## config.mk

```make
export PLATFORM = sky130hd
export DESIGN_NAME = pe_psum_acc
export DESIGN_NICKNAME = d
export VERILOG_FILES = /design/src/rtl/pe_psum_acc_pkg.sv /design/src/rtl/pe_psum_acc_ppad.sv /design/src/rtl/pe_psum_acc.sv
export SDC_FILE = /design/constraint.sdc
export NUM_CORES = 1
export LEC_CHECK = 0
export ABC_CLOCK_PERIOD_IN_PS = 6600
export BUFFER_PORTS_ARGS = -buffer_cell sky130_fd_sc_hd__clkbuf_2
export CAP_MARGIN = 15
export CORE_MARGIN = 1.5
export CORE_UTILIZATION = 56
export CTS_CLUSTER_DIAMETER = 40
export DETAILED_ROUTE_END_ITERATION = 6
export PLACE_DENSITY_LB_ADDON = 0.25
export SLEW_MARGIN = 20
export SYNTH_ARGS = -nofsm -noshare
export SYNTH_HDL_FRONTEND = slang
export SYNTH_SLANG_ARGS = --single-unit
```

## constraint.sdc

```tcl
create_clock -name clk -period 6.6 [get_ports clk]
set_input_delay 0.33 -clock clk [delete_from_list [all_inputs] [get_ports clk]]
set_output_delay 0.33 -clock clk [all_outputs]
set_load 0.05 [all_outputs]
```

## src/rtl/pe_psum_acc_pkg.sv

```systemverilog
// -----------------------------------------------------------------------------
// pe_psum_acc_pkg
// Shared types and sizing for the PE partial-sum accumulation stage.
//   - psum / Aunit product widths and psum pad geometry
//   - SSctl beat-control struct and ShtNum shift selector
//   - accumulator FSM state constants
//   - sht_amount(): bit-serial shift distance for a ShtNum code
// -----------------------------------------------------------------------------
package pe_psum_acc_pkg;

    localparam int PSUM_DW   = 16;
    localparam int AU_DW     = 16;
    localparam int PPAD_SIZE = 64;
    localparam int PPAD_AW   = $clog2(PPAD_SIZE);

    typedef logic [PPAD_AW-1:0] ppad_addr_t;

    // Bit-serial shift selector: the pad value is shifted by 1, 2, 4 or 8.
    typedef enum logic [1:0] {
        SHT1 = 2'd0,
        SHT2 = 2'd1,
        SHT4 = 2'd2,
        SHT8 = 2'd3
    } sht_num_e;

    // Per-beat control from the sub-system controller. The valid field is
    // carried for compatibility only; the stage uses its own handshake.
    typedef struct packed {
        logic     valid;
        logic     init;
        logic     fstpix;
        logic     lstpix;
        logic     sht;
        sht_num_e sht_num;
    } ss_ctl_t;

    // Accumulator FSM states.
    typedef logic [0:0] psum_acc_state_t;
    localparam psum_acc_state_t ST_RUN   = 1'b0;
    localparam psum_acc_state_t ST_CLEAR = 1'b1;

    // Shift distance selected by a ShtNum code.
    function automatic logic [3:0] sht_amount(input sht_num_e n);
        logic [3:0] amt;
        case (n)
            SHT1:    amt = 4'd1;
            SHT2:    amt = 4'd2;
            SHT4:    amt = 4'd4;
            SHT8:    amt = 4'd8;
            default: amt = 4'd1;
        endcase
        return amt;
    endfunction

endpackage

```

## src/rtl/pe_psum_acc_ppad.sv

```systemverilog
// -----------------------------------------------------------------------------
// pe_ppad
// Psum pad register file: DEPTH x DW, one synchronous read port and one
// write port. No reset; contents are initialised by the owner's clear sweep.
// A read and a write to the same entry on the same edge returns the old
// value; the owner bypasses that case itself.
// Ports:
//   clk    in   clock
//   we     in   write enable
//   waddr  in   write address
//   wdata  in   write data
//   re     in   read enable (rdata updates only when set)
//   raddr  in   read address
//   rdata  out  registered read data
// -----------------------------------------------------------------------------
module pe_ppad #(
    parameter int DW    = 16,
    parameter int DEPTH = 64,
    parameter int AW    = $clog2(DEPTH)
) (
    input  logic          clk,
    input  logic          we,
    input  logic [AW-1:0] waddr,
    input  logic [DW-1:0] wdata,
    input  logic          re,
    input  logic [AW-1:0] raddr,
    output logic [DW-1:0] rdata
);

    logic [DW-1:0] mem_r [DEPTH];
    logic [DW-1:0] rdata_r;

    // Write port.
    always_ff @(posedge clk) begin
        if (we) begin
            mem_r[waddr] <= wdata;
        end
    end

    // Synchronous read port.
    always_ff @(posedge clk) begin
        if (re) begin
            rdata_r <= mem_r[raddr];
        end
    end

    assign rdata = rdata_r;

endmodule

```

## src/rtl/pe_psum_acc.sv

```systemverilog
// -----------------------------------------------------------------------------
// pe_psum_acc
// Partial-sum accumulation stage of the PE. Each accepted Aunit product is
// added into an entry of the psum pad (read-modify-write) with optional
// first-pixel / external initialisation and bit-serial shift of the old value.
// Finished psums (lstpix) are presented on a valid/ready output.
// Two-stage pipeline: S1 captures the beat and reads the pad, S2 computes
// the new sum, writes it back and optionally loads the output register.
// Ports:
//   clk, rst      clock, synchronous active-high reset
//   i_valid/ready input beat handshake
//   i_au          signed Aunit product
//   i_ctl         beat control (init/fstpix/lstpix/sht/sht_num)
//   i_addr        psum pad entry
//   i_initpsum    external initial psum, used when init=1
//   i_clear       one-cycle pulse: zero the whole pad
//   o_valid/ready finished psum handshake
//   o_psum/o_addr finished psum and its pad entry
//   o_busy        clearing, or a beat is in flight
// -----------------------------------------------------------------------------
module pe_psum_acc
    import pe_psum_acc_pkg::*;
(
    input  logic               clk,
    input  logic               rst,
    input  logic               i_valid,
    output logic               i_ready,
    input  logic [AU_DW-1:0]   i_au,
    input  ss_ctl_t            i_ctl,
    input  logic [PPAD_AW-1:0] i_addr,
    input  logic [PSUM_DW-1:0] i_initpsum,
    input  logic               i_clear,
    output logic               o_valid,
    input  logic               o_ready,
    output logic [PSUM_DW-1:0] o_psum,
    output logic [PPAD_AW-1:0] o_addr,
    output logic               o_busy
);

    // FSM / clear control
    psum_acc_state_t    state_r;
    logic [PPAD_AW-1:0] clr_cnt_r;
    logic               clear_pend_r;
    logic               clear_req_s;
    logic               drained_s;

    // Handshake
    logic               en_s;
    logic               accept_s;

    // S1
    logic               s1_valid_r;
    logic [AU_DW-1:0]   s1_au_r;
    ss_ctl_t            s1_ctl_r;
    logic [PPAD_AW-1:0] s1_addr_r;
    logic [PSUM_DW-1:0] s1_init_r;
    logic               byp_hit_r;
    logic [PSUM_DW-1:0] byp_data_r;
    logic [PSUM_DW-1:0] ppad_rd_s;
    logic [PSUM_DW-1:0] s1_rd_s;
    logic [PSUM_DW-1:0] rd_fwd_s;

    // S2
    logic               s2_valid_r;
    logic [AU_DW-1:0]   s2_au_r;
    ss_ctl_t            s2_ctl_r;
    logic [PPAD_AW-1:0] s2_addr_r;
    logic [PSUM_DW-1:0] s2_init_r;
    logic [PSUM_DW-1:0] s2_rd_r;
    logic [PSUM_DW-1:0] s2_au_ext_s;
    logic [PSUM_DW-1:0] s2_base_s;
    logic [PSUM_DW-1:0] s2_shifted_s;
    logic [PSUM_DW-1:0] s2_sum_s;

    // Pad write port
    logic               wr_en_s;
    logic [PPAD_AW-1:0] wr_addr_s;
    logic [PSUM_DW-1:0] wr_data_s;

    // Output registers
    logic               o_valid_r;
    logic [PSUM_DW-1:0] o_psum_r;
    logic [PPAD_AW-1:0] o_addr_r;

    // ------------------------------------------------------------------
    // Handshake and status
    // ------------------------------------------------------------------
    // The whole pipeline advances only when the output is not blocked.
    assign en_s        = !(o_valid_r && !o_ready);
    // A clear pulse blocks input in its own cycle so nothing new enters S1.
    assign clear_req_s = i_clear || clear_pend_r;
    assign drained_s   = !s1_valid_r && !s2_valid_r;
    assign i_ready     = (state_r == ST_RUN) && en_s && !clear_req_s;
    assign accept_s    = i_valid && i_ready;
    assign o_busy      = (state_r == ST_CLEAR) || s1_valid_r || s2_valid_r;

    // FSM: CLEAR sweeps every pad entry, RUN accumulates.
    always_ff @(posedge clk) begin
        if (rst) begin
            state_r      <= ST_CLEAR;
            clr_cnt_r    <= '0;
            clear_pend_r <= 1'b0;
        end else begin
            case (state_r)
                ST_CLEAR: begin
                    clear_pend_r <= 1'b0;
                    if (i_clear) begin
                        clr_cnt_r <= '0;
                    end else if (clr_cnt_r == PPAD_AW'(PPAD_SIZE - 1)) begin
                        state_r   <= ST_RUN;
                        clr_cnt_r <= '0;
                    end else begin
                        clr_cnt_r <= clr_cnt_r + 1'b1;
                    end
                end
                ST_RUN: begin
                    // Let in-flight beats finish before the sweep starts.
                    if (clear_req_s && drained_s) begin
                        state_r      <= ST_CLEAR;
                        clr_cnt_r    <= '0;
                        clear_pend_r <= 1'b0;
                    end else begin
                        clear_pend_r <= clear_req_s;
                    end
                end
                default: begin
                    state_r      <= ST_CLEAR;
                    clr_cnt_r    <= '0;
                    clear_pend_r <= 1'b0;
                end
            endcase
        end
    end

    // ------------------------------------------------------------------
    // Psum pad
    // ------------------------------------------------------------------
    // Write port: the clear sweep owns it in CLEAR, S2 write-back in RUN.
    always_comb begin
        if (state_r == ST_CLEAR) begin
            wr_en_s   = 1'b1;
            wr_addr_s = clr_cnt_r;
            wr_data_s = '0;
        end else begin
            wr_en_s   = en_s && s2_valid_r;
            wr_addr_s = s2_addr_r;
            wr_data_s = s2_sum_s;
        end
    end

    pe_ppad #(
        .DW    (PSUM_DW),
        .DEPTH (PPAD_SIZE),
        .AW    (PPAD_AW)
    ) u_ppad (
        .clk   (clk),
        .we    (wr_en_s),
        .waddr (wr_addr_s),
        .wdata (wr_data_s),
        .re    (accept_s),
        .raddr (i_addr),
        .rdata (ppad_rd_s)
    );

    // ------------------------------------------------------------------
    // S1: beat capture and pad read
    // ------------------------------------------------------------------
    // S1 registers. The pad read on the accept edge misses a write landing
    // on that same edge, so that write is captured here as a bypass.
    always_ff @(posedge clk) begin
        if (rst) begin
            s1_valid_r <= 1'b0;
            s1_au_r    <= '0;
            s1_ctl_r   <= '0;
            s1_addr_r  <= '0;
            s1_init_r  <= '0;
            byp_hit_r  <= 1'b0;
            byp_data_r <= '0;
        end else if (en_s) begin
            s1_valid_r <= accept_s;
            if (accept_s) begin
                s1_au_r    <= i_au;
                s1_ctl_r   <= i_ctl;
                s1_addr_r  <= i_addr;
                s1_init_r  <= i_initpsum;
                byp_hit_r  <= wr_en_s && (wr_addr_s == i_addr);
                byp_data_r <= wr_data_s;
            end
        end
    end

    assign s1_rd_s  = byp_hit_r ? byp_data_r : ppad_rd_s;
    // S2 writes back on the same edge S1 advances; use its result directly.
    assign rd_fwd_s = (s2_valid_r && (s2_addr_r == s1_addr_r)) ? s2_sum_s : s1_rd_s;

    // ------------------------------------------------------------------
    // S2: compute and write back
    // ------------------------------------------------------------------
    // S2 registers.
    always_ff @(posedge clk) begin
        if (rst) begin
            s2_valid_r <= 1'b0;
            s2_au_r    <= '0;
            s2_ctl_r   <= '0;
            s2_addr_r  <= '0;
            s2_init_r  <= '0;
            s2_rd_r    <= '0;
        end else if (en_s) begin
            s2_valid_r <= s1_valid_r;
            if (s1_valid_r) begin
                s2_au_r   <= s1_au_r;
                s2_ctl_r  <= s1_ctl_r;
                s2_addr_r <= s1_addr_r;
                s2_init_r <= s1_init_r;
                s2_rd_r   <= rd_fwd_s;
            end
        end
    end

    assign s2_au_ext_s = PSUM_DW'($signed(s2_au_r));

    // New psum: select base (fstpix > init > pad), optional shift, add product.
    always_comb begin
        if (s2_ctl_r.fstpix) begin
            s2_base_s = '0;
        end else if (s2_ctl_r.init) begin
            s2_base_s = s2_init_r;
        end else begin
            s2_base_s = s2_rd_r;
        end
        if (s2_ctl_r.sht) begin
            s2_shifted_s = s2_base_s << sht_amount(s2_ctl_r.sht_num);
        end else begin
            s2_shifted_s = s2_base_s;
        end
        s2_sum_s = s2_shifted_s + s2_au_ext_s;
    end

    // ------------------------------------------------------------------
    // Output register
    // ------------------------------------------------------------------
    // Load on a finished psum; drop valid after handshake otherwise.
    always_ff @(posedge clk) begin
        if (rst) begin
            o_valid_r <= 1'b0;
            o_psum_r  <= '0;
            o_addr_r  <= '0;
        end else if (en_s) begin
            if (s2_valid_r && s2_ctl_r.lstpix) begin
                o_valid_r <= 1'b1;
                o_psum_r  <= s2_sum_s;
                o_addr_r  <= s2_addr_r;
            end else begin
                o_valid_r <= 1'b0;
            end
        end
    end

    assign o_valid = o_valid_r;
    assign o_psum  = o_psum_r;
    assign o_addr  = o_addr_r;

endmodule
```

==> impl_metrics.toml, run 1 <==
[status]
status = "complete, no violations"

[floorplan]
initial_core_util_pct = 56.5
core_um2 = 83600
rows = 106
die_height_um = 293
ios = 75
die_w_um = 293
dieArea_um2 = 86000

[yosys]
synth_top_flop_cell = "edfxtp_1"
synth_seq_cells = 1194
synth_area_per_cell_um2 = 18.5
seq_area_frac_synth_pct = 72.7
synth_cell_types = 54
synth_area_um2 = 47200
synth.net_count = 2615
synthArstFlopShare_pct = 0
ys_warn_count = 0
syn_inst = 2545
synth-edff-count = 1040

[clock_network]
cts_tree = "yes"
cts_made_buffers = 136
insertion_delay_ns = 0.74
cts_resized = 0
cts_root_buf = "clkbuf_16"
htree_levels = 4
clockBufferDepth = 3
cts_sinks = 1194
clk_pin_slew_ns = 0.06
cts_setup_buffers = 0

[sta]
setup_viol = 0
relSlewSlack_pct = 26.6
rsz0062_at_grt = "false"
final-hold-violation-count = 0
finalCritPeriodShare_pct = 76.9
skew_ns = 0.0345
tightest_slew_ns = 1.10
setup_tns_ns = 0
slew_viol_final = 0
fin_crit_ns = 5.07
hold_ws_ns = 0.246
fmax_ghz = 0.197

[setup_path]
worstSetupEndpointType = "flop"
crit_chain = "buf_4, mux2i_1, or2_2, nor2_1, a21oi_1, or3b_2, o21ai_0, ha_1, o211ai_1, a21o_1, a21boi_0, o31ai_1, nand2_1, nor2_4, buf_4"
critPathMaxStageDelay_ns = 0.70
crit_top_cell = "buf_4"
cp.required_ns = 7.12
cp.arrival_ns = 5.60
path_max_fanout = 34
r2r_slack_ns = 1.53
crit_slowest_cell = "nor2_4"
worstReg2RegEnd = "u_ppad.mem_r[19][12]"
reg2reg_depth = 15
startpoint_type = "flop"
r2r-start = "s2_ctl_r[5]"
critPathKind = "reg -> reg"

[job]
drv_cap = 0

[power_and_ir_drop]
power.ir.vdd_worst_uv = 285
p_per_area_nw_per_um2 = 293
p_leak_nw = 20.0
finalPower_mw = 15.9

[grt]
overflow = 0
grt_use_total_pct = 26.9
grt_pass1_vias = 25185
grt_antenna_before_repair = 6
grt_max_degree = 100
grt_pass1_wl_um = 165000

[drt]
routed_wl_um = 113000
ant_nets = 0
viasPerCell = 6.42
vias = 25288
drc = 0
first_pass_iters = 5
routedWlPerCell_um = 28.7
initialDrtViolationCount = 2630

[finish]
fin_nets = 2820
fin_cells = 3942
layout_common_cells = "edfxtp_1 (1040), mux4_2 (343), nand2_1 (279), a21oi_1 (159), dfxtp_1 (153)"
final_common_cell = "edfxtp_1"
syn2layout_area_growth_pct = 15.2
num-fill-cells = 5461
layout-drive-gt1-share_pct = 26.9

[place]
dp_hpwl_um = 62800
port_buffers = 73
place_congestion = 0.839
dp.cells = 3647

[min_path]
hold_end = "s1_addr_r[3]"
hp-class = "in -> reg"
whs_path_depth = 3
worstHoldStart = "i_addr[3]"
==> state kept, by name (all words and copies together) (netlist names), 6 cells and up <==
name	count
byp_data_r	16
clr_cnt_r	6
o_addr	6
o_psum	16
s1_addr_r	6
s1_au_r	16
s1_ctl_r	6
s1_init_r	16
s2_addr_r	6
s2_au_ext_s	16
s2_ctl_r	6
s2_init_r	16
s2_rd_r	16
u_ppad.mem_r	1024
u_ppad.rdata	16
==> critical path, delay by kind of cell, from the launching register on <==
family          cells  cell delay, ns
simple gates        5            1.75
compound gates      6            1.27
buf+inv             2            0.74
flops               1            0.63
fa+ha+maj           1            0.33
mux                 1            0.11
==> Yosys cell counts (7+ instances only) <==
cell type  number  area share, %
nor2_1        128            1.0
nor2b_1        15           0.20
nand3_1        32           0.34
nor3_1         14           0.15
o21ai_0        29           0.31
ha_1           19           0.50
nand2_1       281            2.2
buf_1          16           0.13
a211oi_1        9           0.14
mux2_2          7           0.17
inv_1          11          0.088
buf_2          23           0.24
clkbuf_1      105           0.84
a21oi_1       159            1.7
mux2i_1        39           0.83
edfxtp_1     1040             66
o211ai_1       17           0.27
nand2b_1        7          0.093
dfxtp_1       154            6.5
mux4_2        343             16
xnor2_1        16           0.30
==> through the flow <==
stage	worst slack [ns]	util (%)	cell area (um2)
finish	1.53	65.0	54300
global route	1.26	65.0	54300
CTS	1.50	64.9	54200
detailed placement	1.52	58.9	49200
global placement	1.76	58.9	49200
floorplan	0.261	-	47200
==> power by group <==
group | internal, mW | total, mW | switching, mW
combinational | 0.135 | 0.314 | 0.178
sequential | 8.10 | 8.10 | 0.00395
clock | 4.45 | 7.52 | 3.07
total | 12.7 | 15.9 | 3.25
==> worst max path at each step <==
stage,from,endpoint,depth (start not counted)
2_1_floorplan,s2_ctl_r[5],u_ppad.mem_r[0][14],13
3_3_place_gp,s2_ctl_r[5],u_ppad.mem_r[4][11],13
3_5_place_dp,s2_ctl_r[5],u_ppad.mem_r[0][11],11
4_1_cts,s2_ctl_r[5],u_ppad.mem_r[33][11],11
5_1_grt,s2_ctl_r[5],u_ppad.mem_r[20][12],15
6_report,s2_ctl_r[5],u_ppad.mem_r[19][12],15
==> cells by family (layout without fill, tap and decap cells) <==
group | count (synthesis) | in the layout | synth area share (%)
other | 0 | 1 | 0
adder cells (fa/ha/maj) | 20 | 20 | 0.546
XOR/XNOR | 21 | 21 | 0.390
AND/OR/NAND/NOR | 508 | 508 | 4.49
multiplexers | 389 | 389 | 17.4
buffers and inverters | 165 | 481 | 1.48
flip-flops | 1194 | 1194 | 72.7
AO/OA/AOI/OAI | 248 | 248 | 2.99
==> what timing repair did <==
item | CTS | global route
setup endpoints to repair | 0 | 0
endpoints found under the hold margin | 56 | 0
hold buffers | 41 | 0
==> area by class of cell <==
type                       instances  area, um2  area share (%)
inverter                          12       45.0          0.0829
clock inverter                    93        986            1.82
multi-input combinational       1186      12300            22.6
sequential                      1194      34300            63.2
tap                             1080       1350            2.49
clock buffer                     156       3600            6.64
antenna                            1       2.50         0.00461
timing repair buffer             220       1730            3.19
==> metal layers <==
metal | wire length, um | GRT usage [%] | vias to the layer above
li1 | - | - | 10600
met1 | 44500 | 37.4 | 13259
met2 | 55100 | 42.7 | 1206
met3 | 9890 | 5.89 | 215
met4 | 3670 | 9.20 | 8
met5 | 59 | 0 | -
(Power assumes the default switching activity.)
==> run 2, diff against run 1 <==
--- a/config.mk
+++ b/config.mk
@@ -5,11 +5,12 @@
 export SDC_FILE = /design/constraint.sdc
 export NUM_CORES = 1
 export LEC_CHECK = 0
-export ABC_CLOCK_PERIOD_IN_PS = 6600
+export ABC_AREA = 1
+export ABC_CLOCK_PERIOD_IN_PS = 5000
 export BUFFER_PORTS_ARGS = -buffer_cell sky130_fd_sc_hd__clkbuf_2
 export CAP_MARGIN = 15
 export CORE_MARGIN = 1.5
-export CORE_UTILIZATION = 56
+export CORE_UTILIZATION = 60
 export CTS_CLUSTER_DIAMETER = 40
 export DETAILED_ROUTE_END_ITERATION = 6
 export PLACE_DENSITY_LB_ADDON = 0.25
==> constraint.sdc (replaced) <==
create_clock -name clk -period 5 [get_ports clk]
set_input_delay 0.25 -clock clk [delete_from_list [all_inputs] [get_ports clk]]
set_output_delay 0.25 -clock clk [all_outputs]
set_load 0.05 [all_outputs]
==> run 2 against run 1 <==
  * Maximum frequency rose by 17%
  * Largest cell class unchanged
  * Global-route usage increased by 4.4 points
  * Sequential power increased by 32%
  * Flip-flop and latch count unchanged
  * Highest routed layer is now met4
  * First-iteration DRC count grew 42%
  * Largest power group unchanged
==> impl_metrics.toml, run 2 <==
[status]
status = "complete, no violations"

[yosys]
synthArstFlopShare_pct = 0
synth_seq_cells = 1194
muxShareOfSynthArea_pct = 0
synthTopCellsByArea = "edfxtp_1 (65%), o21ai_0 (7.7%), nor2_1 (7.1%)"
synth_area_per_cell_um2 = 11.7
synth_xor_area_share_pct = 0.272
synthTopCellsByCount = "edfxtp_1 (1040), nor2_1 (913), o21ai_0 (738), o22ai_1 (281), clkbuf_1 (197)"
yosys.area_share.simple_pct = 9.58
yosys.area_share.adder_pct = 0.534
synth_area_um2 = 48200
seq_area_frac_synth_pct = 71.1
synth-edff-count = 1040
ys_warn_count = 0
synth_top_flop_cell = "edfxtp_1"
synth.net_count = 4175
synth_top_family_by_area = "compound AO/OA/AOI/OAI gates"
synth_cell_types = 48
syn_inst = 4105
synth_compound_area_share_pct = 14.8
yosysMostFrequentCell = "edfxtp_1"
yosysTopAreaCell = "edfxtp_1"
synth_top_area_share_pct = 64.7

[grt]
overflow = 0
grt_max_degree = 175
grt_pass1_vias = 32062
grt_pass1_wl_um = 192000
grt_use_total_pct = 31.3
grt_antenna_before_repair = 3

[sta]
fin_crit_ns = 4.35
fmax_ghz = 0.230
tightest_slew_ns = 1.24
slew_viol_final = 0
setup_tns_ns = 0
finalCritPeriodShare_pct = 87.1
setup_viol = 0
rsz0062_at_grt = "false"
final-hold-violation-count = 0
skew_ns = 0.0257
hold_ws_ns = 0.128
relSlewSlack_pct = 16.2

[drt]
initialDrtViolationCount = 3739
drc = 0
first_pass_iters = 6
vias = 33659
viasPerCell = 6.27
routed_wl_um = 128000
routedWlPerCell_um = 23.9
ant_nets = 0

[place]
dp_hpwl_um = 70300
port_buffers = 73
place_area_um2 = 50000
place_congestion = 0.907

[finish]
layout_common_cells = "edfxtp_1 (1040), nor2_1 (900), o21ai_0 (737), o22ai_1 (281), nand2_1 (171)"
fin_nets = 4277
design_area_um2 = 55000
num-fill-cells = 5482
top_register = "u_ppad.mem_r"
layout-drive-gt1-share_pct = 10.6
final_common_cell = "edfxtp_1"
largest_reg_flops = 1024
syn2layout_area_growth_pct = 14.1

[power_and_ir_drop]
power.share.switching_pct = 21.7
pwr-share-clk_pct = 46.5
p_leak_nw = 17.4
p_int_mw = 17.0
switching_power_mw = 4.70
p_per_area_nw_per_um2 = 393
combPwrFrac_pct = 4.0
power.ir.vdd_worst_uv = 362
seqPwrFrac_pct = 49.5

[setup_path]
path_max_fanout = 18
path_buf_inv = 4
cp.required_ns = 5.56
startpoint_type = "flop"
worstSetupEndpointType = "flop"
critPathMaxStageDelay_ns = 0.67
cp.arrival_ns = 4.92
critPathKind = "reg -> reg"
critical-path-top-delay-family = "simple AND/OR/NAND/NOR gates"
reg2reg_depth = 18
crit_chain = "nor2_1, nor3_1, inv_1, nand2_1, o221ai_1, a21oi_1, nor2_1, a21oi_1, ha_1, nand2_1, nand2_1, a21oi_1, inv_1, a21oi_1, xor2_1, inv_1, nor2_4, buf_4"
crit_slowest_cell = "dfxtp_1"
cp.depth = 18
crit_top_cell = "a21oi_1"

[floorplan]
die_height_um = 287
core_um2 = 79300
initial_core_util_pct = 60.9
ios = 75
rows = 103
dieArea_um2 = 82100
die_w_um = 287

[clock_network]
cts_made_buffers = 140
cts_root_buf = "clkbuf_16"
htree_levels = 4
cts_sinks = 1194
cts_tree = "yes"
clk_pin_slew_ns = 0.06
insertion_delay_ns = 0.74
clockBufferDepth = 3

[min_path]
hp-class = "in -> reg"
whs_path_depth = 2

[job]
drv_cap = 0
==> run 2: cell types whose count changed after synthesis, sizes merged, moves of 31 or more <==
cell,previous run,this run
nor2,128,915
o211ai,17,68
mux2i,39,0
nand3,32,63
mux4,343,0
nand2,281,172
a21oi,159,77
o221ai,1,41
inv,11,130
clkbuf,105,209
o21ai,29,781
o22ai,2,281
==> run 2: layout make-up <==
class / instances / area (um2) / area share (%)
antenna: 1 / 2.50 / 0.00455
clock buffer: 168 / 3770 / 6.85
clock inverter: 82 / 872 / 1.58
inverter: 132 / 513 / 0.932
multi-input combinational: 2494 / 12300 / 22.3
sequential: 1194 / 34300 / 62.4
tap: 1050 / 1310 / 2.39
timing repair buffer: 245 / 1980 / 3.59
==> run 2: worst reg2reg max path, cell delays in order, from the launching register on <==
cell,delay [ns]
dfxtp_1,0.67
nor2_1,0.11
nor3_1,0.55
inv_1,0.18
nand2_1,0.11
o221ai_1,0.10
a21oi_1,0.14
nor2_1,0.05
a21oi_1,0.22
ha_1,0.32
nand2_1,0.07
nand2_1,0.07
a21oi_1,0.13
inv_1,0.07
a21oi_1,0.19
xor2_1,0.19
inv_1,0.12
nor2_4,0.59
buf_4,0.33
==> run 2: final timing paths <==
check	from	to	slack, ns
hold reg to reg	s2_init_r[11]	s2_init_r[11]	0.47
setup reg to reg	s2_ctl_r[5]	u_ppad.mem_r[23][11]	0.65
hold / removal	rst	s2_rd_r[14]	0.13
setup / recovery	s2_ctl_r[5]	u_ppad.mem_r[23][11]	0.65
==> run 2: power by group through the flow <==
stage               Clock (mW)  Sequential [mW]  Combinational, mW
floorplan                    0             10.9              0.523
global placement             0             10.9              0.790
detailed placement           0             10.9              0.804
CTS                       10.1             10.7              0.835
global route              10.5             10.7              0.917
finish                    10.1             10.7              0.857
==> run 2: through the flow <==
step / cells / utilization (%) / power [mW] / worst slack [ns]
3_5_place_dp: 5074 / 63.1 / 11.7 / 0.746
6_report: 5366 / 69.4 / 21.6 / 0.647
4_1_cts: 5365 / 69.4 / 21.7 / 0.719
2_1_floorplan: 4105 / - / 11.4 / 0.207
3_3_place_gp: 5074 / 63.1 / 11.7 / 0.736
5_1_grt: 5365 / 69.4 / 22.2 / 0.223
==> run 2: cell families (layout without fill, tap and decap cells) <==
kind of cell               after synthesis  after routing
adders and majority gates               20             20
other                                    0              1
buffers and inverters                  417            627
xor gates and xnor gates                15             15
and+or+nand+nor                       1187           1187
AOI/OAI and AO/OA                     1272           1272
DFF                                   1194           1194
==> run 2: timing repair <==
action,4_1_cts,5_1_grt
setup buffers,0,0
hold buffers,41,0
gates resized for setup,0,0
hold endpoints to repair,50,0
==> run 2: routing by layer <==
metal  wire length, um  global-route usage [%]  vias to the layer above  share of wire [%]
met3             12900                    5.71                      334                 10
met2             61100                    50.4                     1947                 48
li1                  -                       -                    15171                  -
met5                 0                       0                        -                  0
met1             49100                    42.0                    16207                 38
met4              4940                    13.6                        0                3.9
